**config.mk**
```make
export PLATFORM = sky130hd
export DESIGN_NAME = pol_rd_arb
export DESIGN_NICKNAME = d
export VERILOG_FILES = /design/src/rtl/pol_rd_arb_pkg.sv /design/src/rtl/pol_rr_arb.sv /design/src/rtl/pol_rd_arb.sv
export SDC_FILE = /design/constraint.sdc
export NUM_CORES = 1
export LEC_CHECK = 0
export ABC_CLOCK_PERIOD_IN_PS = 6380
export CAP_MARGIN = 25
export CORE_AREA = 3 3 431 433
export CTS_CLUSTER_SIZE = 8
export DETAILED_ROUTE_END_ITERATION = 16
export DIE_AREA = 0 0 434 436
export PLACE_DENSITY = 0.3
export SYNTH_ARGS = -nofsm -noshare
export SYNTH_HDL_FRONTEND = slang
export SYNTH_SLANG_ARGS = --single-unit
```
**constraint.sdc**
```tcl
create_clock -name clk -period 6.38 [get_ports clk]
set_input_delay 1.276 -clock clk [delete_from_list [all_inputs] [get_ports clk]]
set_output_delay 1.276 -clock clk [all_outputs]
set_load 0.01 [all_outputs]
```
**src/rtl/pol_rd_arb_pkg.sv**
```systemverilog
// Shared definitions for the pooling-core GLB read arbiter: tag width, word width
// and performance-counter width.
package pol_rd_arb_pkg;

   localparam int PERF_W      = 32;
   localparam int ACT_W_DEF   = 8;
   localparam int COMP_CORE_D = 64;
   localparam int WORD_W_DEF  = ACT_W_DEF * COMP_CORE_D;

   typedef logic [PERF_W-1:0] perf_cnt_t;

   // Index width for n items; never below one bit so single-entry configs still elaborate.
   function automatic int tag_w(input int n);
      return (n > 1) ? $clog2(n) : 1;
   endfunction

   function automatic int word_w(input int act_w, input int comp_core);
      return act_w * comp_core;
   endfunction

endpackage

```
**src/rtl/pol_rr_arb.sv**
```systemverilog
// Round-robin one-hot arbiter: the first requester after the last grant wins,
// and the last-grant pointer advances only when the caller accepts the grant.
module pol_rr_arb
   import pol_rd_arb_pkg::*;
#(
   parameter int N     = 6,
   parameter int IDX_W = tag_w(N)
) (
   input  logic             clk,
   input  logic             rst,
   input  logic [N-1:0]     req,
   input  logic             adv,
   output logic [N-1:0]     gnt_oh,
   output logic [IDX_W-1:0] gnt_idx
);

   logic [IDX_W-1:0] last_ptr;

   always_comb begin
      logic found;
      int   j;
      gnt_oh  = '0;
      gnt_idx = '0;
      found   = 1'b0;
      j       = 0;
      // Scan N positions starting just after the last grant, wrapping N-1 -> 0.
      for (int k = 1; k <= N; k++) begin
         j = int'(last_ptr) + k;
         if (j >= N) j = j - N;
         if (!found && req[j]) begin
            found      = 1'b1;
            gnt_oh[j]  = 1'b1;
            gnt_idx    = IDX_W'(j);
         end
      end
   end

   always_ff @(posedge clk) begin
      if (rst) begin
         last_ptr <= IDX_W'(N - 1);
      end else if (adv) begin
         last_ptr <= gnt_idx;
      end
   end

endmodule

```
**src/rtl/pol_rd_arb.sv**
```systemverilog
// Shares one GLB feature-map read port among POOL_CORE pooling cores: round-robin
// address issue through a registered stage, in-order tag FIFO, combinational
// return routing. Define POL_RD_ARB_PERF_EN to add grant/stall counters.
module pol_rd_arb
   import pol_rd_arb_pkg::*;
#(
   parameter int POOL_CORE      = 6,
   parameter int POOL_COMP_CORE = 64,
   parameter int IDX_WIDTH      = 10,
   parameter int ACT_WIDTH      = 8,
   parameter int OUT_DEPTH      = 4
) (
   input  logic                                      clk,
   input  logic                                      rst_n,
   input  logic [POOL_CORE-1:0]                      POLARB_AddrVld,
   input  logic [IDX_WIDTH*POOL_CORE-1:0]            POLARB_Addr,
   output logic [POOL_CORE-1:0]                      ARBPOL_AddrRdy,
   output logic                                      ARBGLB_AddrVld,
   output logic [IDX_WIDTH-1:0]                      ARBGLB_Addr,
   input  logic                                      GLBARB_AddrRdy,
   input  logic [word_w(ACT_WIDTH,POOL_COMP_CORE)-1:0] GLBARB_Fm,
   input  logic                                      GLBARB_FmVld,
   output logic                                      ARBGLB_FmRdy,
   output logic [word_w(ACT_WIDTH,POOL_COMP_CORE)-1:0] ARBPOL_Fm,
   output logic [POOL_CORE-1:0]                      ARBPOL_FmVld,
   input  logic [POOL_CORE-1:0]                      POLARB_FmRdy,
`ifdef POL_RD_ARB_PERF_EN
   output logic [PERF_W*POOL_CORE-1:0]               ARBPOL_GntCnt,
   output logic [PERF_W-1:0]                         ARBPOL_StallCnt,
`endif
   output logic                                      ARBPOL_Idle,
   output logic                                      ARBPOL_Err
);

   localparam int TAG_W = tag_w(POOL_CORE);
   localparam int PTR_W = tag_w(OUT_DEPTH);
   localparam int CNT_W = $clog2(OUT_DEPTH + 1);

   // rst_n is active-high despite its name.
   logic rst;
   assign rst = rst_n;

   logic                 vld_p1;
   logic [IDX_WIDTH-1:0] addr_p1;

   logic [TAG_W-1:0]     tag_mem [OUT_DEPTH];
   logic [PTR_W-1:0]     wr_ptr;
   logic [PTR_W-1:0]     rd_ptr;
   logic [CNT_W-1:0]     fifo_cnt;
   logic                 err_q;

   logic                 any_req;
   logic                 fifo_empty;
   logic                 fifo_full;
   logic                 load;
   logic                 push;
   logic                 pop;
   logic [POOL_CORE-1:0] gnt_oh;
   logic [TAG_W-1:0]     gnt_idx;
   logic [IDX_WIDTH-1:0] gnt_addr;
   logic [TAG_W-1:0]     head_tag;
   logic [POOL_CORE-1:0] head_oh;

   function automatic logic [PTR_W-1:0] ptr_inc(input logic [PTR_W-1:0] p);
      return (p == PTR_W'(OUT_DEPTH - 1)) ? '0 : p + PTR_W'(1);
   endfunction

   assign any_req    = |POLARB_AddrVld;
   assign fifo_empty = (fifo_cnt == '0);
   assign fifo_full  = (fifo_cnt == CNT_W'(OUT_DEPTH));

   // Credit is judged on the registered count, so a pop while full frees a slot next cycle.
   assign load = any_req & (~vld_p1 | GLBARB_AddrRdy) & ~fifo_full;
   assign push = load;

   pol_rr_arb #(
      .N     (POOL_CORE),
      .IDX_W (TAG_W)
   ) u_rr (
      .clk     (clk),
      .rst     (rst),
      .req     (POLARB_AddrVld),
      .adv     (load),
      .gnt_oh  (gnt_oh),
      .gnt_idx (gnt_idx)
   );

   assign ARBPOL_AddrRdy = load ? gnt_oh : '0;

   always_comb begin
      gnt_addr = '0;
      for (int i = 0; i < POOL_CORE; i++) begin
         if (gnt_oh[i]) gnt_addr = gnt_addr | POLARB_Addr[IDX_WIDTH*i +: IDX_WIDTH];
      end
   end

   // ---- stage p1: registered GLB address ----
   always_ff @(posedge clk) begin
      if (rst) begin
         vld_p1  <= 1'b0;
         addr_p1 <= '0;
      end else if (load) begin
         vld_p1  <= 1'b1;
         addr_p1 <= gnt_addr;
      end else if (GLBARB_AddrRdy) begin
         vld_p1  <= 1'b0;
      end
   end

   assign ARBGLB_AddrVld = vld_p1;
   assign ARBGLB_Addr    = addr_p1;

   assign head_tag = tag_mem[rd_ptr];

   always_comb begin
      head_oh = '0;
      for (int i = 0; i < POOL_CORE; i++) begin
         head_oh[i] = (head_tag == TAG_W'(i));
      end
   end

   assign ARBPOL_Fm    = GLBARB_Fm;
   assign ARBPOL_FmVld = head_oh & {POOL_CORE{GLBARB_FmVld & ~fifo_empty}};
   assign ARBGLB_FmRdy = ~fifo_empty & (|(head_oh & POLARB_FmRdy));
   assign pop          = GLBARB_FmVld & ARBGLB_FmRdy;

   always_ff @(posedge clk) begin
      if (push) tag_mem[wr_ptr] <= gnt_idx;
   end

   always_ff @(posedge clk) begin
      if (rst) begin
         wr_ptr   <= '0;
         rd_ptr   <= '0;
         fifo_cnt <= '0;
      end else begin
         if (push) wr_ptr <= ptr_inc(wr_ptr);
         if (pop)  rd_ptr <= ptr_inc(rd_ptr);
         case ({push, pop})
            2'b10:   fifo_cnt <= fifo_cnt + CNT_W'(1);
            2'b01:   fifo_cnt <= fifo_cnt - CNT_W'(1);
            default: fifo_cnt <= fifo_cnt;
         endcase
      end
   end

   // A returned word with nothing outstanding is a GLB protocol violation; latch it.
   always_ff @(posedge clk) begin
      if (rst) begin
         err_q <= 1'b0;
      end else if (GLBARB_FmVld & fifo_empty) begin
         err_q <= 1'b1;
      end
   end

   assign ARBPOL_Err  = err_q;
   assign ARBPOL_Idle = ~vld_p1 & fifo_empty;

`ifdef POL_RD_ARB_PERF_EN
   perf_cnt_t gnt_cnt_q [POOL_CORE];
   perf_cnt_t stall_cnt_q;

   function automatic perf_cnt_t sat_inc(input perf_cnt_t v);
      return (v == '1) ? v : v + perf_cnt_t'(1);
   endfunction

   always_ff @(posedge clk) begin
      if (rst) begin
         for (int i = 0; i < POOL_CORE; i++) gnt_cnt_q[i] <= '0;
         stall_cnt_q <= '0;
      end else begin
         for (int i = 0; i < POOL_CORE; i++) begin
            if (ARBPOL_AddrRdy[i]) gnt_cnt_q[i] <= sat_inc(gnt_cnt_q[i]);
         end
         if (any_req & ~load) stall_cnt_q <= sat_inc(stall_cnt_q);
      end
   end

   always_comb begin
      ARBPOL_GntCnt = '0;
      for (int i = 0; i < POOL_CORE; i++) begin
         ARBPOL_GntCnt[PERF_W*i +: PERF_W] = gnt_cnt_q[i];
      end
   end

   assign ARBPOL_StallCnt = stall_cnt_q;
`else
   // Default build carries no performance counters.
`endif

endmodule

```
==> flow_metrics.env, run 1 <==
export IMPL_status="finished clean"
export IMPL_synth_edff_count=12
export IMPL_worst_path_buf_inv=3
export IMPL_vdd_drop_max_mv=0.157
export IMPL_drive_gt1_frac=0.128
export IMPL_pre_cts_ws_ns=-0.172
export IMPL_maxCapViolCount=0
export IMPL_avgRoutedWirePerCell_um=21.9
export IMPL_syn_to_final_growth_pct=5.91
export IMPL_core_um2=182000
export IMPL_holdBufCountCts=0
export IMPL_drcViolationCount=0
export IMPL_yosys_area_share_simple=0.0943
export IMPL_reg2reg_depth=14
export IMPL_fin_tns_setup_ns=0
export IMPL_end_kind="output pin"
export IMPL_synth_compound_area_frac=0.189
export IMPL_synth_area_leaders="buf_4, dfxtp_1, edfxtp_1"
export IMPL_p_sw_frac=0.551
export IMPL_slowest_stage="clkdlybuf4s50_1"
export IMPL_start_util=0.0423
export IMPL_async_reset_ff_frac=0
export IMPL_die_x_um=434
export IMPL_cts_htree_levels=2
export IMPL_grt_util_all_layers=0.0656
export IMPL_critical_path_required_ns=5.10
export IMPL_viasPerCell=1.85
export IMPL_fin_crit_ns=6.04
export IMPL_cts_setup_buffers=0
export IMPL_synthCells=1018
export IMPL_crit_chain="clkdlybuf4s50_1, mux2i_1, a211oi_1, or3_4, or3_4, nor3_2, nor2_1, a211oi_1, buf_4, clkdlybuf4s50_1"
export IMPL_arrival_ns=4.77
export IMPL_drt_pass1_iter_count=4
export IMPL_max_slew_margin=0.540
export IMPL_reg2reg_to="ARBGLB_Addr[8]"
export IMPL_power_internal_w=0.00175
export IMPL_rows=157
export IMPL_hp_start="ARBPOL_Err"
export IMPL_cts_root_buf="clkbuf_16"
export IMPL_clock_latency_ns=0.31
export IMPL_final_hold_viol_count=0
export IMPL_p_sw_w=0.00214
export IMPL_grt_pass1_vias=5394
export IMPL_slowest_delay_ns=0.54
export IMPL_worstPathMaxFanout=5
export IMPL_final_common_cell="clkdlybuf4s50_1"
export IMPL_rsz0062_at_grt="no"
export IMPL_regToRegSetupSlack_ns=2.30
export IMPL_power_density_nw_per_um2=476
export IMPL_startpoint_type="primary input"
export IMPL_portBuffers=101
export IMPL_syn_area_um2=7720
export IMPL_whs_endpoint="ARBPOL_Err"
export IMPL_nets=1230
export IMPL_ant_nets=0
export IMPL_layout_common_cells="clkdlybuf4s50_1, a21oi_1, o21ai_0, nor2_1, buf_4"
export IMPL_clockBufferDepth=2
export IMPL_cts_sinks=36
export IMPL_routed_wirelength_mm=65.7
export IMPL_grt_max_degree=26
export IMPL_r2r_start="u_rr.last_ptr[1]"
export IMPL_worstSetupPathType="in -> out"
export IMPL_synth_cell_types=69
export IMPL_cts_tree="yes"
export IMPL_vias=5560
export IMPL_ys_warn_count=0
export IMPL_synthFlopType="dfxtp_1"
export IMPL_yosys_mux_area_fraction=0.0279
export IMPL_synth_adder_area_share=0.0447
export IMPL_power_leakage_nw=2.02
export IMPL_ys_ff_latch=36
export IMPL_pwr_share_clk=0.069
export IMPL_final_max_slew_viol_count=0
export IMPL_max_freq_mhz=165
export IMPL_synth_area_per_cell_um2=7.59
export IMPL_die_y_um=436
export IMPL_synth_area_leader_cell="buf_4"
export IMPL_cts_buffers=5
export IMPL_synth_top_area_share=0.501
export IMPL_hpwl_mm=58.5
export IMPL_p_total_w=0.00389
export IMPL_place_congestion=0.752
export IMPL_min_path_type="reg -> reg"
export IMPL_synthXorXnorAreaFrac=0.00810
export IMPL_skew_ns=0.0128
export IMPL_clk_pin_slew_worst_paths_ns=0.07
export IMPL_tightest_slew_ns=0.685
export IMPL_synth_top_family_by_area="buffers and inverters"
export IMPL_fillers=21600
export IMPL_grt_overflow=0
export IMPL_io_pins=1126
export IMPL_min_path_cells=2
export IMPL_p_seq_frac=0.118
export IMPL_setup_viol=0
export IMPL_die_area_um2=189000
export IMPL_placed_area_um2=8010
export IMPL_cp_top_family="simple AND/OR/NAND/NOR gates"
export IMPL_grt_pass1_wl_mm=77.4
export IMPL_synth_seq_area_share=0.109
export IMPL_antenna_found_initial=2
export IMPL_finalInstanceArea_um2=8180
export IMPL_p_comb_frac=0.813
export IMPL_setup_slack_ns=0.337
export IMPL_layout_worst_path_cycle_share=0.947
export IMPL_dr_first_iter_drc_count=293
worst max-delay path by stage:
stage / slack [ns] / cells past startpoint / startpoint / endpoint
finish: 0.34 / 10 / POLARB_AddrVld[1] / ARBPOL_AddrRdy[5]
global route: 0.14 / 11 / POLARB_AddrVld[2] / ARBPOL_AddrRdy[5]
CTS: 0.12 / 12 / POLARB_AddrVld[2] / ARBPOL_AddrRdy[4]
detailed placement: -0.17 / 12 / POLARB_AddrVld[2] / ARBPOL_AddrRdy[4]
global placement: -0.16 / 12 / POLARB_AddrVld[2] / ARBPOL_AddrRdy[4]
floorplan: 1.25 / 16 / u_rr.last_ptr[0] / ARBPOL_AddrRdy[4]
per-stage QoR:
step / util / instances / hold slack [ns]
floorplan: - / 1019 / 0.454
global placement: 0.0439 / 2993 / 0.460
detailed placement: 0.0439 / 2993 / 0.472
CTS: 0.0447 / 3001 / 0.488
global route: 0.0448 / 3001 / 0.520
finish: 0.0448 / 3002 / 0.474
synth_stat cells, drive strengths merged, types with 11 or more instances:
master  count
buf       526
a21oi      62
o21ai      58
nor2       34
nand2      32
ha         26
dfxtp      24
a22o       21
clkbuf     19
inv        19
nor3       18
a31oi      14
edfxtp     12
a221oi     11
flip-flops by register name (all words and copies together), names as in the netlist, named ones only:
register and cells:
ARBGLB_AddrVld 1, tag_mem 12, u_rr.last_ptr 3, rd_ptr 2
ARBGLB_Addr 10, ARBPOL_Err 1, wr_ptr 2, fifo_cnt 3
power groups by stage:
stage          Sequential (W)  Combinational, W  Clock, W
6_report             0.000459           0.00317  0.000268
5_1_grt              0.000476           0.00350  0.000293
4_1_cts              0.000463           0.00322  0.000293
3_5_place_dp         0.000467           0.00320         0
3_3_place_gp         0.000470           0.00325         0
2_1_floorplan        0.000447           0.00218         0
layout make-up:
type	instances	area [um^2]	share of cell area
well taps	2385	2980	0.365
multi-input cells	418	2860	0.350
repair buffers	134	1270	0.155
flip-flops and latches	36	843	0.103
clock buffers	5	125	0.0153
inverters	20	75.1	0.00918
clock inverters	3	18.8	0.00229
diodes	1	2.50	0.000306
cell families (layout without fill, tap and decap cells):
logic type               Yosys count  in the layout
AO/OA/AOI/OAI                    225            225
XOR/XNOR                           5              5
adder cells (fa/ha/maj)           27             27
buffers and inverters            565            162
flip-flops                        36             36
multiplexers                      17             17
other                              1              3
AND/OR/NAND/NOR                  142            142
worst register-to-register path: stages (launching register included):
cell and delay (ns):
dfxtp_1 0.31, inv_1 0.19, ha_1 0.21, xor2_1 0.36, inv_1 0.13, ha_1 0.39
a21oi_1 0.09, a221oi_2 0.40, o22a_1 0.40, nor4_1 0.12, o21ai_0 0.33, a31oi_2 0.15
buf_4 0.23, a221oi_1 0.50, a31oi_1 0.15
per-layer routing:
layer,track usage,routed length [um]
met1,0.0495,17000
met2,0.0976,28300
met3,0.0835,17600
met4,0.0189,1980
met5,0.0277,753
timing repair:
action                     CTS  global route
resized for setup            1             4
setup endpoints to repair    1             2
cloned                       0             0
Note: power is estimated with default switching activity, not from simulation.
==> inputs of run 2 (changes only) <==
--- a/config.mk
+++ b/config.mk
@@ -8,6 +8,7 @@
 export ABC_CLOCK_PERIOD_IN_PS = 6380
 export CAP_MARGIN = 25
 export CORE_AREA = 3 3 431 433
+export CTS_CLUSTER_DIAMETER = 40
 export CTS_CLUSTER_SIZE = 8
 export DETAILED_ROUTE_END_ITERATION = 16
 export DIE_AREA = 0 0 434 436
==> results of run 2 <==
The final DEF is identical to that of run 1; final timing and power are the same.
